==> src/rtl/draw_grid_image_if.sv <==
// draw_grid_image_if: pixel request, RAM read and RGB result signals of the grid renderer
interface draw_grid_image_if #(parameter int ADDR_W = 18);
  logic reload;
  logic [9:0] x, y;
  logic hl_en;
  logic [2:0] hl_cx, hl_cy;
  logic [7:0] q;
  logic [ADDR_W-1:0] rdaddress;
  logic ready, hdr_err;
  logic [7:0] red, green, blue;
  modport master (output reload, x, y, hl_en, hl_cx, hl_cy, q, input rdaddress, ready, hdr_err, red, green, blue);
  modport slave (input reload, x, y, hl_en, hl_cx, hl_cy, q, output rdaddress, ready, hdr_err, red, green, blue);
endinterface

==> src/rtl/draw_grid_image.sv <==
// draw_grid_image: loads image size from a RAM header, then renders the grayscale image
// with a GRID_N x GRID_N line overlay and an optional highlighted cell.
module draw_grid_image #(
  parameter int HRES = 640,
  parameter int VRES = 480,
  parameter int ADDR_W = 18,
  parameter int GRID_N = 4,
  parameter int LINE_W = 2,
  parameter int BASE_ADDR = 16,
  parameter int HDR_W_ADDR = 0,
  parameter int HDR_H_ADDR = 4,
  parameter int MEM_LAT = 1,
  parameter logic [23:0] LINE_RGB = 24'hFF0000,
  parameter logic [23:0] BG_RGB = 24'hFFFFFF
) (
  input logic clk,
  input logic rst,
  draw_grid_image_if.slave bus
);
  localparam int LG = $clog2(GRID_N);
  localparam logic [3:0] LAT = 4'(MEM_LAT);
  localparam logic [3:0] LAST = 4'(GRID_N - 1);
  typedef enum logic [2:0] {RD_WH, RD_WL, RD_HH, RD_HL, CHECK, CALC, DISPLAY} state_t;
  state_t r_state, w_next;
  logic [3:0] r_cnt;
  logic [31:0] r_hdr;
  logic [9:0] r_img_w, r_img_h;
  logic r_hdr_err;
  logic [ADDR_W-1:0] r_addr;
  logic [9:0] r_bx [GRID_N];
  logic [9:0] r_by [GRID_N];
  logic [1:0] r_cls [MEM_LAT+1];
  logic [23:0] r_rgb;
  logic [15:0] w_w, w_h;
  logic [13:0] w_px, w_py;
  logic w_tick, w_line, w_hl;
  logic [2:0] w_cx, w_cy;
  logic [1:0] w_cls;
  assign w_w = r_hdr[31:16];
  assign w_h = r_hdr[15:0];
  assign w_tick = r_cnt == LAT;
  assign w_px = 14'(r_cnt) * 14'(r_img_w);
  assign w_py = 14'(r_cnt) * 14'(r_img_h);
  assign bus.rdaddress = r_addr;
  assign bus.ready = r_state == DISPLAY;
  assign bus.hdr_err = r_hdr_err;
  assign {bus.red, bus.green, bus.blue} = r_rgb;
  always_ff @(posedge clk or posedge rst)
    if (rst) r_state <= RD_WH;
    else r_state <= w_next;
  always_comb begin
    w_next = r_state;
    case (r_state)
      RD_WH: w_next = w_tick ? RD_WL : RD_WH;
      RD_WL: w_next = w_tick ? RD_HH : RD_WL;
      RD_HH: w_next = w_tick ? RD_HL : RD_HH;
      RD_HL: w_next = w_tick ? CHECK : RD_HL;
      CHECK: w_next = CALC;
      CALC: w_next = r_cnt == LAST ? DISPLAY : CALC;
      DISPLAY: w_next = bus.reload ? RD_WH : DISPLAY;
      default: w_next = RD_WH;
    endcase
  end
  // class: 3 outside image, 2 grid line, 1 highlighted cell, 0 plain pixel
  always_comb begin
    w_line = 1'b0;
    w_cx = '0;
    w_cy = '0;
    for (int k = 1; k < GRID_N; k++) begin
      w_line = w_line | (bus.x >= r_bx[k] && 11'(bus.x) < 11'(r_bx[k]) + 11'(LINE_W))
                      | (bus.y >= r_by[k] && 11'(bus.y) < 11'(r_by[k]) + 11'(LINE_W));
      w_cx = w_cx + 3'(bus.x >= r_bx[k]);
      w_cy = w_cy + 3'(bus.y >= r_by[k]);
    end
    w_hl = bus.hl_en && w_cx == bus.hl_cx && w_cy == bus.hl_cy;
    w_cls = (bus.x >= r_img_w || bus.y >= r_img_h) ? 2'd3 : w_line ? 2'd2 : w_hl ? 2'd1 : 2'd0;
  end
  always_ff @(posedge clk or posedge rst)
    if (rst) begin
      r_cnt <= '0;
      r_hdr <= '0;
      r_img_w <= '0;
      r_img_h <= '0;
      r_hdr_err <= 1'b0;
      r_addr <= ADDR_W'(HDR_W_ADDR);
      for (int i = 0; i < GRID_N; i++) begin
        r_bx[i] <= '0;
        r_by[i] <= '0;
      end
    end else if (r_state inside {RD_WH, RD_WL, RD_HH, RD_HL}) begin
      r_cnt <= w_tick ? '0 : r_cnt + 4'd1;
      if (w_tick) begin
        r_hdr <= {r_hdr[23:0], bus.q};
        r_addr <= ADDR_W'(r_state == RD_WH ? HDR_W_ADDR + 1 : r_state == RD_WL ? HDR_H_ADDR : HDR_H_ADDR + 1);
      end
    end else if (r_state == CHECK) begin
      r_img_w <= (w_w == '0 || w_w > 16'(HRES)) ? 10'(HRES) : w_w[9:0];
      r_img_h <= (w_h == '0 || w_h > 16'(VRES)) ? 10'(VRES) : w_h[9:0];
      r_hdr_err <= w_w == '0 || w_w > 16'(HRES) || w_h == '0 || w_h > 16'(VRES);
      r_cnt <= 4'd1;
    end else if (r_state == CALC) begin
      r_bx[r_cnt[LG-1:0]] <= 10'(w_px >> LG);
      r_by[r_cnt[LG-1:0]] <= 10'(w_py >> LG);
      r_cnt <= r_cnt + 4'd1;
    end else if (bus.reload) begin
      r_addr <= ADDR_W'(HDR_W_ADDR);
      r_cnt <= '0;
    end else if (bus.x < r_img_w && bus.y < r_img_h)
      r_addr <= ADDR_W'(BASE_ADDR) + ADDR_W'(bus.y) * ADDR_W'(r_img_w) + ADDR_W'(bus.x);
  always_ff @(posedge clk or posedge rst)
    if (rst) begin
      for (int i = 0; i <= MEM_LAT; i++) r_cls[i] <= '0;
      r_rgb <= '0;
    end else begin
      r_cls[0] <= w_cls;
      for (int i = 1; i <= MEM_LAT; i++) r_cls[i] <= r_cls[i-1];
      r_rgb <= w_next != DISPLAY ? '0 :
               r_cls[MEM_LAT] == 2'd3 ? BG_RGB :
               r_cls[MEM_LAT] == 2'd2 ? LINE_RGB :
               r_cls[MEM_LAT] == 2'd1 ? {bus.q, bus.q, 8'hFF} : {3{bus.q}};
    end
endmodule

==> src/flat_wrapper.sv <==
// flat-port wrapper written by rule: the top's interface ports become plain ports
module draw_grid_image_flat 
#(
  parameter int HRES = 640,
  parameter int VRES = 480,
  parameter int ADDR_W = 18,
  parameter int GRID_N = 4,
  parameter int LINE_W = 2,
  parameter int BASE_ADDR = 16,
  parameter int HDR_W_ADDR = 0,
  parameter int HDR_H_ADDR = 4,
  parameter int MEM_LAT = 1,
  parameter logic [23:0] LINE_RGB = 24'hFF0000,
  parameter logic [23:0] BG_RGB = 24'hFFFFFF
)
  (clk, rst, bus_reload, bus_x, bus_y, bus_hl_en, bus_hl_cx, bus_hl_cy, bus_q, bus_rdaddress, bus_ready, bus_hdr_err, bus_red, bus_green, bus_blue);
  draw_grid_image_if #(.ADDR_W(ADDR_W)) bus_i ();
  input logic clk;
  input logic rst;
  input wire logic [$bits(bus_i.reload)-1:0] bus_reload;
  input wire logic [$bits(bus_i.x)-1:0] bus_x;
  input wire logic [$bits(bus_i.y)-1:0] bus_y;
  input wire logic [$bits(bus_i.hl_en)-1:0] bus_hl_en;
  input wire logic [$bits(bus_i.hl_cx)-1:0] bus_hl_cx;
  input wire logic [$bits(bus_i.hl_cy)-1:0] bus_hl_cy;
  input wire logic [$bits(bus_i.q)-1:0] bus_q;
  output wire logic [$bits(bus_i.rdaddress)-1:0] bus_rdaddress;
  output wire logic [$bits(bus_i.ready)-1:0] bus_ready;
  output wire logic [$bits(bus_i.hdr_err)-1:0] bus_hdr_err;
  output wire logic [$bits(bus_i.red)-1:0] bus_red;
  output wire logic [$bits(bus_i.green)-1:0] bus_green;
  output wire logic [$bits(bus_i.blue)-1:0] bus_blue;
  assign bus_i.reload = bus_reload;
  assign bus_i.x = bus_x;
  assign bus_i.y = bus_y;
  assign bus_i.hl_en = bus_hl_en;
  assign bus_i.hl_cx = bus_hl_cx;
  assign bus_i.hl_cy = bus_hl_cy;
  assign bus_i.q = bus_q;
  assign bus_rdaddress = bus_i.rdaddress;
  assign bus_ready = bus_i.ready;
  assign bus_hdr_err = bus_i.hdr_err;
  assign bus_red = bus_i.red;
  assign bus_green = bus_i.green;
  assign bus_blue = bus_i.blue;
  draw_grid_image #(.HRES(HRES), .VRES(VRES), .ADDR_W(ADDR_W), .GRID_N(GRID_N), .LINE_W(LINE_W), .BASE_ADDR(BASE_ADDR), .HDR_W_ADDR(HDR_W_ADDR), .HDR_H_ADDR(HDR_H_ADDR), .MEM_LAT(MEM_LAT), .LINE_RGB(LINE_RGB), .BG_RGB(BG_RGB)) u_core (.clk(clk), .rst(rst), .bus(bus_i));
endmodule
==> config.mk <==
export PLATFORM = sky130hd
export DESIGN_NAME = draw_grid_image_flat
export DESIGN_NICKNAME = d
export VERILOG_FILES = /design/src/rtl/draw_grid_image_if.sv /design/src/rtl/draw_grid_image.sv /design/src/flat_wrapper.sv
export SDC_FILE = /design/constraint.sdc
export NUM_CORES = 1
export LEC_CHECK = 0
export ABC_CLOCK_PERIOD_IN_PS = 5300
export BUFFER_PORTS_ARGS = -buffer_cell sky130_fd_sc_hd__buf_2
export CORE_UTILIZATION = 55
export DETAILED_ROUTE_END_ITERATION = 16
export HOLD_SLACK_MARGIN = 0.08
export PLACE_DENSITY_LB_ADDON = 0.1
export SLEW_MARGIN = 20
export SYNTH_ARGS = -nofsm -noshare
export SYNTH_HDL_FRONTEND = slang
export SYNTH_SLANG_ARGS = --single-unit
==> constraint.sdc <==
create_clock -name clk -period 5.3 [get_ports clk]
set_input_delay 0 -clock clk [delete_from_list [all_inputs] [get_ports clk]]
set_output_delay 0 -clock clk [all_outputs]
set_load 0.02 [all_outputs]
Word level (Yosys, flattened, before mapping). Index checks and enable logic that the tools add are counted.

$add $sub $neg: 13. $lt $le $gt $ge: 20. Multipliers: 3. Mux-type cells: 33. Reductions and logical operators: 25. Equality and inequality tests: 17. Bitwise gates (word level): 8.

Operators with widths (count): two-way mux 18 bit (7); bitwise mux 40 bit (2); greater-or-equal comparator 10 bit (8); two-way mux 24 bit (3); adder 10 x 2 -> 11 bit, second input constant (6); < comparator 10 x 11 -> 1 bit (6); zero test 16 bit (2); two-way mux 10 bit (3); multiplier 4 x 10 -> 12 bit (2); case mux 3 bit (7 select lines) (1); demux 10 bit (select 2 bit) (1); < comparator 10 bit (2); two-way mux 4 bit (5); adder 18 x 10 -> 18 bit (1); adder 5 x 18 -> 18 bit, first input constant (1); multiplier 10 x 10 -> 18 bit (1); greater-than comparator 16 x 10 -> 1 bit, second input constant (1); greater-than comparator 16 x 9 -> 1 bit, second input constant (1); logical AND 1 bit (10); equality test 3 bit, second input constant (3); two-way mux 2 bit (4); two-way mux 8 bit (1); nonzero test 4 bit (2); adder 3 x 1 -> 3 bit (2); 24 further kinds (44).

Register bits after elaboration: 186. Output and inout bits: 44.

Logic depth before layout (Yosys ltp). Gate-level depths: netlist of the first run.

Depth in word-level cells: 10. Mapped depth: 21.

Least setup slack after synthesis of the first run. Ideal clock, no wire load.

Kind: reg2reg. Start: register u_core.r_img_w[3]. End: register u_core.r_addr[17], in the netlist u_core.bus.rdaddress[17]. Required time: 5.179 ns. Cell stages (with the launch flop): 22. Arrival: 5.136 ns. Path slack: 0.043 ns. Setup time: 0.121 ns. Cell sequence: dfrtp_1 > clkbuf_1 > nand2_1 > fa_1 > inv_1 > fa_1 > inv_1 > fa_1 > inv_1 > fa_1 > inv_1 > fa_1 > inv_1 > ha_1 > nand3_1 > o2111ai_1 > a21bo_2 > a21oi_1 > o21a_1 > o21ai_0 > xnor2_1 > a22o_1.

Longest elaborated chain between the ends: 8. Elaborated cells on any way between the ends: 12.

Ends and longest elaborated chain: start, declared (RTL line draw_grid_image.sv:27) `logic [9:0] r_img_w, r_img_h;`; start signal, assigned (RTL line draw_grid_image.sv:97) `r_img_w <= (w_w == '0 || w_w > 16'(HRES)) ? 10'(HRES) : w_w[9:0];`; multiplier 10 x 10 -> 18 bit (RTL line draw_grid_image.sv:109) `r_addr <= ADDR_W'(BASE_ADDR) + ADDR_W'(bus.y) * ADDR_W'(r_img_w) + ADDR_W'(bus.x);`; adder 5 x 18 -> 18 bit (RTL line draw_grid_image.sv:109); adder 18 x 10 -> 18 bit (RTL line draw_grid_image.sv:109); two-way mux 18 bit (RTL line draw_grid_image.sv:108) `end else if (bus.x < r_img_w && bus.y < r_img_h)`; two-way mux 18 bit (RTL line draw_grid_image.sv:105) `end else if (bus.reload) begin`; two-way mux 18 bit (RTL line draw_grid_image.sv:101) `end else if (r_state == CALC) begin`; two-way mux 18 bit (RTL line draw_grid_image.sv:96) `end else if (r_state == CHECK) begin`; two-way mux 18 bit (RTL line draw_grid_image.sv:90) `end else if (r_state inside {RD_WH, RD_WL, RD_HH, RD_HL}) begin`; end signal, assigned (RTL line draw_grid_image.sv:94) `r_addr <= ADDR_W'(r_state == RD_WH ? HDR_W_ADDR + 1 : r_state == RD_WL ? HDR_H_ADDR : HDR_H_ADDR + 1);`; end signal, assigned (RTL line draw_grid_image.sv:106) `r_addr <= ADDR_W'(HDR_W_ADDR);`; end signal, assigned (RTL line draw_grid_image.sv:109); end, declared (RTL line draw_grid_image.sv:29) `logic [ADDR_W-1:0] r_addr;`.

Several ways; a longest one is shown, not always the timed one. The select of a mux whose other input is x is not followed. A chain may end at the register's enable or synchronous reset.

Worst setup path in the final report of the first run.
Start: register u_core.r_img_w[8]. End: register u_core.r_addr[16], in the netlist u_core.bus.rdaddress[16].

Same word-level chain as after synthesis.

==> results of run 1 <==
metal layers:
| layer | vias to the layer above | track usage | wire, um |
|---|---|---|---|
| li1 | 5828 | - | - |
| met1 | 5938 | 0.379 | 17800 |
| met2 | 315 | 0.483 | 18500 |
| met3 | 74 | 0.0391 | 1830 |
| met4 | 0 | 0.103 | 1380 |
| met5 | - | 0 | 0 |
cells by family after synthesis:
family          after synthesis
flops                       166
buf+inv                     282
mux                          46
fa+ha+maj                   334
compound gates              266
simple gates                511
xor+xnor                     91
flip-flops by register name, indices dropped and copies added, names as in the netlist:
name	flops
u_core.r_hdr	32
u_core.r_bx	30
u_core.r_by	30
u_core.r_rgb	24
u_core.bus.rdaddress	18
u_core.r_img_h	10
u_core.r_img_w	10
u_core.r_cls	4
u_core.r_cnt	4
u_core.r_state	3
u_core.bus.hdr_err	1
power groups by stage:
stage          Sequential, uW  Clock [uW]  Combinational [uW]
2_1_floorplan            2000           0                4520
5_1_grt                  2180        1420                7090
4_1_cts                  2110        1380                6020
3_3_place_gp             2120           0                5800
6_report                 2120        1360                6240
3_5_place_dp             2130           0                5950
repair_timing:
item / CTS / global route
resized for setup: 1 / 9
setup buffers: 0 / 4
hold buffers: 12 / 0
setup endpoints to repair: 1 / 3
endpoints found under the hold margin: 59 / 0
pin swaps: 0 / 4
through the flow:
| stage | hold slack [ns] | util | instances | cell area (um2) | TNS [ns] |
|---|---|---|---|---|---|
| finish | 0.0892 | 0.622 | 2188 | 17300 | 0 |
| global route | 0.116 | 0.622 | 2188 | 17300 | -0.0493 |
| CTS | 0.0872 | 0.619 | 2182 | 17200 | 0 |
| detailed placement | -0.0496 | 0.592 | 2139 | 16400 | -0.0108 |
| global placement | -0.0505 | 0.592 | 2139 | 16400 | 0 |
| floorplan | 0.125 | - | 1696 | 15500 | 0 |
placed cells by master (no fill, tap or decap), types with 5 or more instances in the layout:
cell type	n
a211oi_1	5
a21o_1	14
a21oi_1	58
a21oi_2	5
a22o_1	5
and2_1	56
and3_1	7
buf_2	81
buf_4	38
clkbuf_16	17
dfrtp_1	165
dlygate4sd3_1	12
fa_1	107
ha_1	223
inv_1	227
inv_6	6
mux2_2	46
nand2_1	204
nand3_1	46
nand4_1	21
nor2_1	112
nor2b_1	8
nor3_1	24
nor4_1	14
o211ai_1	6
o21a_1	11
o21ai_0	98
o21bai_1	11
o31ai_1	11
xnor2_1	72
xor2_1	19
worst min-delay path, cell delays in order:
cell and delay, ns:
buf_2 0.08, xnor2_1 0.10, nor4_1 0.07, a21o_1 0.22
path summary, 6_finish.rpt:
path	depth (start not counted)	slack, ns	to
hold / removal	4	0.09	u_core.r_cls[2]$_DFF_PP0_
hold reg to reg	0	0.35	u_core.r_cls[0]$_DFF_PP0_
max in group asynchronous	5	3.43	u_core.r_img_w[4]$_DFFE_PP0P_
setup / recovery	17	0.16	u_core.bus.rdaddress[16]$_DFFE_PP0P_
min in group asynchronous	4	0.63	u_core.r_hdr[30]$_DFFE_PP0P_
setup reg to reg	17	0.16	u_core.bus.rdaddress[16]$_DFFE_PP0P_
layout make-up:
class / count / area, um2
Clock buffer: 18 / 439
Timing Repair Buffer: 132 / 822
Fill cell: 2512 / 10500
Clock inverter: 13 / 184
Inverter: 231 / 872
Multi-Input combinational cell: 1248 / 10300
Antenna cell: 2 / 5.00
Sequential cell: 166 / 4160
Tap cell: 378 / 473
==> reports/metrics.cfg, run 1 <==
[status]
status=complete, no violations

[setup_path]
path_cells=and2_1 > fa_1 > fa_1 > fa_1 > fa_1 > inv_1 > fa_1 > inv_1 > ha_1 > a21o_1 > a21oi_2 > o21ai_0 > a311o_1 > a21o_1 > a21oi_2 > xnor2_1 > a22o_1
cp_slowest_cell=fa_1
arrival_ns=5.47
critical_path.top_delay_family=adder cells
worstSetupStartpointType=register
worst-path-buf-inv=2
slowest_delay_ns=0.58
worst_path_most_repeated_cell=fa_1
required_ns=5.63
critPathLaunch=u_core.r_img_w[8]$_DFFE_PP0P_
worstReg2RegStart=u_core.r_img_w[8]$_DFFE_PP0P_
crit_type=reg2reg
crit_fanout=4
end_kind=register

[final_layout]
syn2layout_area_growth_pct=11.6
final_nets=2168
drive_gt1_frac=0.123

[global_routing]
grt_pass1_wl_um=63100
grt_pass1_vias=12200
antenna_found_initial=2
gr-total-overflow=0
grt_usage=0.287
grt_max_degree=80

[die]
start_util=0.558
die_width_um=170
fp.dieH_um=170
fp-row-count=61
pin_count=82
coreArea_um2=27800
die_area_um2=28800

[yosys]
synth_adder_area_share=0.322
ys_ff_latch=166
synthArstFlopShare=1.00
synth.area.top_cells=dfrtp_1 27%, ha_1 18%, fa_1 14%
syn-cell-area_um2=15500
yosysMostFrequentCell=inv_1
yosysTopAreaCell=dfrtp_1
synth-edff-count=0
synth-main-ff-cell=dfrtp_1
syn_inst=1696
synth-seq-area-share=0.268
yosysWarnings=0
synth_top_family_by_area=adder cells
synth_commonest_cells=228 x inv_1, 227 x ha_1, 204 x nand2_1
synth_xor_area_frac=0.0514
synth.avg_cell_area_um2=9.14
synthMuxAreaShare=0.0334
synth_top_area_share=0.268
synth_nets=2068
synthSimpleGateAreaFrac=0.150
synth_compound_area_frac=0.106
synth_cell_type_count=64

[min_path]
hold_start=bus_hl_cy[1]
hold_path.class=in2reg

[detailed_routing]
drc=0
wl_per_cell_um=18.1
drtIter0Drc=693
totalWireLength_um=39600
vias=12200
drt_pass1_iterations=5
via_per_inst=5.56
drtAntennaViolNets=0

[clock_tree]
cts-root-buf=clkbuf_16
cts-htree-levels=4
numCtsBuffers=17
clk_pin_slew_ns=0.07
cts_tree=yes
clkSinkCount=166
cts_buffer_depth=2
clk_latency_ns=0.44

[power]
clockPowerShare=0.140
ir_drop_mv=0.334
p_seq_frac=0.218
combPwrFrac=0.642
p_per_area_nw_per_um2=562
p_int_uw=5110
p_leak_uw=0.00863
p_sw_uw=4600
finalPower_uw=9710
switching_share=0.474

[placed_design]
portBuffers=81
post-place-ws_ns=-0.0108
hpwl_um=30600
globalplace.congestion=0.899

[sta]
worst_pin_slew_ns=0.976
finalWorstSetupSlack_ns=0.159
clock_skew_ns=0.0208
hold_viol_final=0
slew_viol_final=0
setup_viol=0
finalCriticalPeriod_ns=5.14
clock.fmax_mhz=195
fin_crit_sh=0.970
relSlewSlack=0.348

[run]
cap_violations=0

Power figures use the tool's default switching activity.
==> run 2: changes to the inputs <==
Settings changed: CORE_MARGIN set to 8, SETUP_SLACK_MARGIN set to 0.4.
==> run 2 against run 1 <==
Net effect:
- clock skew shrank 0.0060 ns
- routed wire length increased by 1.5%
- sequential power about the same
- sequential share of layout area down 0.40 points
- largest cell class unchanged
- sequential cell count is the same
- total power up 5.3%
- cell count up 0.69%
- highest routed layer unchanged
- register-to-register slack improved by 0.18 ns
- clock power down 6%
- worst setup slack better by 0.18 ns
- worst hold slack improved by 0.0092 ns
- count of clock-buffer cells in the layout unchanged
==> reports/metrics.cfg, run 2 (synthesis results as in run 1) <==
[global_routing]
grt_usage=0.245  ; -0.0425
gr-total-overflow=0  ; unchanged
grt_pass1_wl_um=65500  ; +3.8%
grt_max_degree=76  ; -5.0%
grt_pass1_vias=12600  ; +3.2%
antenna_found_initial=0  ; -2

[placed_design]
hpwl_um=30500  ; -0.18%
globalplace.congestion=0.895  ; -0.40%
portBuffers=81  ; unchanged
post-place-ws_ns=0.162  ; +0.173 ns

[die]
coreArea_um2=27800  ; unchanged
pin_count=82  ; unchanged
fp-row-count=61  ; unchanged
fp.dieH_um=184  ; +8.2%
start_util=0.558  ; unchanged
die_area_um2=33800  ; +17%
die_width_um=184  ; +8.2%

[setup_path]
required_ns=5.63  ; about the same
slowest_delay_ns=0.52  ; -0.06 ns
critical_path.top_delay_family=adder cells
worstSetupStartpointType=register
rrSetupSlack_ns=0.34  ; +0.18 ns
end_kind=register
crit_fanout=8  ; +4
cp_slowest_cell=dfrtp_2
worst_path_most_repeated_cell=fa_1
worst-path-buf-inv=5  ; +3
crit_type=reg2reg
path_cells=nand2_2 > fa_1 > inv_1 > fa_1 > inv_2 > fa_1 > inv_2 > fa_1 > inv_2 > fa_1 > inv_2 > ha_4 > o41a_1 > a311o_1 > a21o_1 > a21oi_2 > xnor2_1 > a22o_1
arrival_ns=5.29  ; -0.18 ns

[sta]
slew_viol_final=0  ; unchanged
hold_viol_final=0  ; unchanged
fin_setup_tns_ns=0  ; unchanged
setup_viol=0  ; unchanged
fin_crit_sh=0.936  ; -0.0342
worst_pin_slew_ns=1.09  ; +0.111 ns
clock.fmax_mhz=202  ; +3.7%
rsz0062_at_grt=yes
finalWorstSetupSlack_ns=0.340  ; +0.181 ns
clock_skew_ns=0.0148  ; -0.00599 ns
finalCriticalPeriod_ns=4.96  ; -0.181 ns
relSlewSlack=0.275  ; -0.0724
holdWs_ns=0.0983  ; +0.00919 ns

[power]
p_per_area_nw_per_um2=581  ; +3.4%
p_sw_uw=4840  ; +5.2%
p_int_uw=5390  ; +5.4%
clockPowerShare=0.125  ; -0.015
p_seq_frac=0.207  ; -0.011
ir_drop_mv=0.542  ; +62%
p_leak_uw=0.00871  ; +0.92%
switching_share=0.473  ; about the same
combPwrFrac=0.668  ; +0.026

[detailed_routing]
drt_pass1_iterations=5  ; unchanged
totalWireLength_um=40200  ; +1.5%
drc=0  ; unchanged
drtAntennaViolNets=0  ; unchanged
drtIter0Drc=729  ; +5.2%
wl_per_cell_um=18.2  ; +0.82%
vias=12300  ; +1.0%
via_per_inst=5.58  ; +0.36%

[final_layout]
layout_commonest_cell=inv_1
fin_util=0.634  ; +0.0115
final_cell_mix=220 x inv_1, 215 x ha_1, 192 x nand2_1, 160 x dfrtp_1, 110 x nor2_1
reg_top3=u_core.r_hdr (32), u_core.r_bx (30), u_core.r_by (30)
regMostFlops=u_core.r_hdr
drive_gt1_frac=0.156  ; +0.0323
antenna_cells=0  ; -2
largest_reg_flops=32  ; unchanged
syn2layout_area_growth_pct=13.7
final_nets=2184  ; +0.74%

[clock_tree]
cts-root-buf=clkbuf_16
cts_buffer_depth=2  ; unchanged
cts-htree-levels=4  ; unchanged
clkSinkCount=166  ; unchanged
clk_pin_slew_ns=0.08  ; about the same
numCtsBuffers=17  ; unchanged
cts_tree=yes
clk_latency_ns=0.44  ; about the same

[min_path]
hold_path.class=in2async

[status]
status=complete, no violations

[run]
cap_violations=0  ; unchanged

==> run 2: cell types whose count changed in the layout (fill, tap and decap cells not counted), moves of 3 or more <==
cell,before,now
inv_1,227,220
dfrtp_2,1,6
fa_1,107,103
nand2_1,204,192
bufinv_16,3,0
nand2_2,1,13
clkinv_8,0,6
dfrtp_1,165,160
fa_2,0,4
ha_4,3,10
ha_1,223,215
buf_6,1,10
buf_4,38,47
inv_2,2,9
==> run 2: routing by layer <==
metal / vias up / global-route usage / routed length (um)
met3: 76 / 0.0413 / 2240
met5: - / 0 / 0
met4: 0 / 0.0926 / 1380
li1: 5877 / - / -
met1: 5997 / 0.326 / 18200
met2: 332 / 0.395 / 18300
==> run 2: stage by stage <==
stage	instances	instance area (um2)	power, uW
2_1_floorplan	1696	15600	6710
3_3_place_gp	2133	16500	8030
3_5_place_dp	2133	16500	8200
4_1_cts	2194	17400	9970
5_1_grt	2203	17600	11200
6_report	2203	17600	10200
==> run 2: power by group through the flow <==
stage,Combinational [uW],Clock (uW),Sequential [uW]
2_1_floorplan,4710,0,2000
3_3_place_gp,5920,0,2110
3_5_place_dp,6070,0,2130
4_1_cts,6570,1300,2100
5_1_grt,7700,1350,2180
6_report,6830,1280,2120
==> run 2: worst reg2reg max path, stage by stage, from the launching register on <==
cell	delay (ns)
dfrtp_2	0.52
nand2_2	0.09
fa_1	0.49
inv_1	0.05
fa_1	0.49
inv_2	0.04
fa_1	0.50
inv_2	0.04
fa_1	0.49
inv_2	0.04
fa_1	0.51
inv_2	0.05
ha_4	0.17
o41a_1	0.44
a311o_1	0.40
a21o_1	0.17
a21oi_2	0.12
xnor2_1	0.07
a22o_1	0.19
==> run 2: what timing repair did <==
item / CTS / global route
gates resized for setup: 31 / 28
endpoints found under the setup margin: 3 / 6
endpoints found under the hold margin: 70 / 0
setup buffers: 19 / 9
pin swaps: 36 / 32
hold buffers: 10 / 0
==> run 2: area by class of cell <==
| class | count | area [um2] |
|---|---|---|
| fill | 2376 | 10200 |
| clock buffer | 18 | 439 |
| inverter | 231 | 872 |
| sequential | 166 | 4160 |
| tap | 378 | 473 |
| clock inverter | 14 | 173 |
| timing repair buffer | 148 | 971 |
| multi-input combinational | 1248 | 10500 |
==> run 2: worst paths after layout <==
kind / from / to / depth (start not counted)
hold / removal: rst / u_core.r_by[24]$_DFFE_PP0P_ / 3
hold reg to reg: u_core.r_cls[2]$_DFF_PP0_ / u_core.r_cls[0]$_DFF_PP0_ / 0
max in group asynchronous: rst / u_core.r_img_w[9]$_DFFE_PP0P_ / 4
min in group clk: bus_hl_en / u_core.r_cls[2]$_DFF_PP0_ / 4
setup reg to reg: u_core.r_img_w[3]$_DFFE_PP0P_ / u_core.bus.rdaddress[16]$_DFFE_PP0P_ / 18
setup / recovery: u_core.r_img_w[3]$_DFFE_PP0P_ / u_core.bus.rdaddress[16]$_DFFE_PP0P_ / 18
==> run 3: changes to the inputs <==
Settings changed: MAX_ROUTING_LAYER set to met4, PLACE_DENSITY set to 0.76, PLACE_DENSITY_LB_ADDON 0.1 to not set.
==> run 3 against run 2 <==
Net effect:
- clock power barely moved
- sequential power is essentially flat
- count of clock-buffer cells in the layout is 1 lower
- critical path type unchanged
- non-clock buffer count rose by 11
- register-to-register slack barely moved
- largest power group unchanged
- worst hold slack better by 0.0023 ns
- critical path depth increased by 1
- via count grew 2.0%
- largest cell class unchanged
- worst setup slack improved by 0.0038 ns
- routed wire length up 0.71%
- total power is 4.5% higher
- core utilization up 0.46 points
==> reports/metrics.cfg, run 3 (synthesis results as in run 1) <==
[sta]
clock_skew_ns=0.0165  ; +0.00161 ns
fin_crit_sh=0.935  ; about the same
clock.fmax_mhz=202  ; about the same
finalCriticalPeriod_ns=4.96  ; -0.00380 ns
relSlewSlack=0.277  ; +0.00216
setup_viol=0  ; unchanged
hold_viol_final=0  ; unchanged
slew_viol_final=0  ; unchanged
worst_pin_slew_ns=1.08  ; -0.00325 ns
fin_setup_tns_ns=0  ; unchanged
rsz0062_at_grt=yes

[detailed_routing]
drtIter0Drc=880  ; +21%
drt_pass1_iterations=8  ; +3
totalWireLength_um=40400  ; +0.71%
drtAntennaViolNets=0  ; unchanged
drc=0  ; unchanged
vias=12500  ; +2.0%
wl_per_cell_um=18.3  ; +0.21%
via_per_inst=5.66  ; +1.5%

[setup_path]
worst-path-buf-inv=4  ; -1
rr_endpoint=u_core.bus.rdaddress[17]$_DFFE_PP0P_
rrSetupSlack_ns=0.34  ; about the same
slowest_delay_ns=0.53  ; about the same
required_ns=5.63  ; about the same
r2r_cells=19  ; +1
path_cells=buf_6 > nand2_2 > fa_1 > inv_1 > fa_1 > fa_1 > fa_1 > inv_1 > fa_1 > inv_2 > ha_4 > a21o_1 > a21oi_4 > a21bo_4 > a21oi_4 > o21a_1 > o21ai_2 > xnor2_1 > a22o_1
endpoint=u_core.bus.rdaddress[17]$_DFFE_PP0P_
worstReg2RegStart=u_core.r_img_w[3]$_DFFE_PP0P_
crit_type=reg2reg
worstSetupStartpointType=register
end_kind=register
cp.depth=19  ; +1
critPathLaunch=u_core.r_img_w[3]$_DFFE_PP0P_
cp_slowest_cell=fa_1
crit_fanout=6  ; -2
worst_path_most_repeated_cell=fa_1
critical_path.top_delay_family=adder cells
arrival_ns=5.29  ; about the same

[placed_design]
globalplace.congestion=0.914  ; +2.0%
dpl-instance-area_um2=16400  ; -0.11%
hpwl_um=29900  ; -1.9%
portBuffers=81  ; unchanged

[power]
p_leak_uw=0.00879  ; +0.84%
ir_drop_mv=0.571  ; +5.3%
p_per_area_nw_per_um2=602  ; +3.7%
finalPower_uw=10700  ; +4.5%

[final_layout]
final_cell_mix=223 x inv_1, 217 x ha_1, 187 x nand2_1, 159 x dfrtp_1, 111 x nor2_1
regMostFlops=u_core.r_hdr
drive_gt1_frac=0.163  ; +0.00733
reg_top3=u_core.r_hdr (32), u_core.r_bx (30), u_core.r_by (30)
fill_cells=2267  ; -4.6%
layout_commonest_cell=inv_1
final_nets=2195  ; +0.50%
syn2layout_area_growth_pct=14.5
largest_reg_flops=32  ; unchanged
final_area_um2=17700  ; +0.73%

[clock_tree]
clkSinkCount=166  ; unchanged
cts-htree-levels=4  ; unchanged
cts-root-buf=clkbuf_16
numCtsBuffers=17  ; unchanged
clk_pin_slew_ns=0.08  ; about the same
clk_latency_ns=0.45  ; about the same
cts_tree=yes
cts_buffer_depth=2  ; unchanged

[min_path]
hold_start=bus_hl_en
worstHoldPathCells=4
hold_path.class=in2reg

[global_routing]
grt_pass1_wl_um=65000  ; -0.79%
grt_pass1_vias=13000  ; +3.3%
gr-total-overflow=0  ; unchanged
grt_usage=0.249  ; +0.00462
antenna_found_initial=1  ; +1
grt_max_degree=98  ; +29%

[run]
cap_violations=0  ; unchanged

[die]
die_area_um2=33800  ; unchanged
start_util=0.558  ; unchanged
fp.dieH_um=184  ; unchanged
pin_count=82  ; unchanged
coreArea_um2=27800  ; unchanged
fp-row-count=61  ; unchanged
die_width_um=184  ; unchanged

[status]
status=complete, no violations

run 3: cell count changes in the layout (fill, tap and decap cells not counted), moves of 2 or more:
cell     change
buf_4        +8
ha_1         +2
inv_1        +3
ha_4         -2
a21oi_1      -2
inv_2        -3
nand2_2      +4
buf_6        +2
nand2_1      -5
o21ai_2      +2
run 3: area by class of cell:
type                            count  area, um2  share of cell area
Sequential cell                   166       4160               0.235
Antenna cell                        1       2.50            0.000141
Clock buffer                       17        425              0.0240
Multi-Input combinational cell   1248      10600               0.595
Timing Repair Buffer              159       1060              0.0597
Tap cell                          378        473              0.0267
Clock inverter                     14        185              0.0104
Inverter                          231        872              0.0492
run 3: how the worst min path moves through the flow:
stage / endpoint
finish: u_core.r_cls[2]$_DFF_PP0_
floorplan: u_core.r_rgb[0]$_DFF_PP0_
detailed placement: u_core.r_cls[0]$_DFF_PP0_
global route: u_core.r_cls[2]$_DFF_PP0_
CTS: u_core.r_cls[2]$_DFF_PP0_
global placement: u_core.r_rgb[18]$_DFF_PP0_
run 3: report_power, final:
| group | internal [uW] | total [uW] | switching [uW] | leakage, uW |
|---|---|---|---|---|
| Sequential | 1660 | 2100 | 445 | 0.00209 |
| Clock | 677 | 1300 | 621 | 0.000293 |
| Combinational | 3310 | 7280 | 3980 | 0.00640 |
| Total | 5650 | 10700 | 5040 | 0.00879 |
run 3: layer usage:
metal  up-vias  track usage  part of all wire
met2       443        0.416              0.48
met3        98       0.0381             0.064
met4         0        0.103             0.041
met1      6107        0.299              0.41
met5         -            -                 0
li1       5881            -                 -
run 3: per-stage QoR:
| step | worst slack [ns] | util | hold slack, ns | std cells |
|---|---|---|---|---|
| 2_1_floorplan | 0.398 | - | 0.125 | 1696 |
| 3_3_place_gp | 0.236 | 0.592 | 0.250 | 2131 |
| 3_5_place_dp | 0.115 | 0.592 | 0.257 | 2131 |
| 4_1_cts | 0.361 | 0.631 | 0.0975 | 2205 |
| 5_1_grt | 0.216 | 0.639 | 0.109 | 2214 |
| 6_report | 0.344 | 0.639 | 0.101 | 2214 |
run 3: worst register-to-register path, delay by kind of cell (launching register included):
kind            cells  cell delay, ns
compound gates      7            1.24
flops               1            0.46
simple gates        1            0.05
fa+ha+maj           6            2.65
buf+inv             4            0.31
xor+xnor            1            0.12
run 3: timing repair:
action | in CTS | in global routing
pin swaps | 43 | 30
hold endpoints to repair | 134 | 0
resized for setup | 42 | 31
buffers inserted | 33 | 8
hold buffers | 10 | 0
setup endpoints to repair | 4 | 7
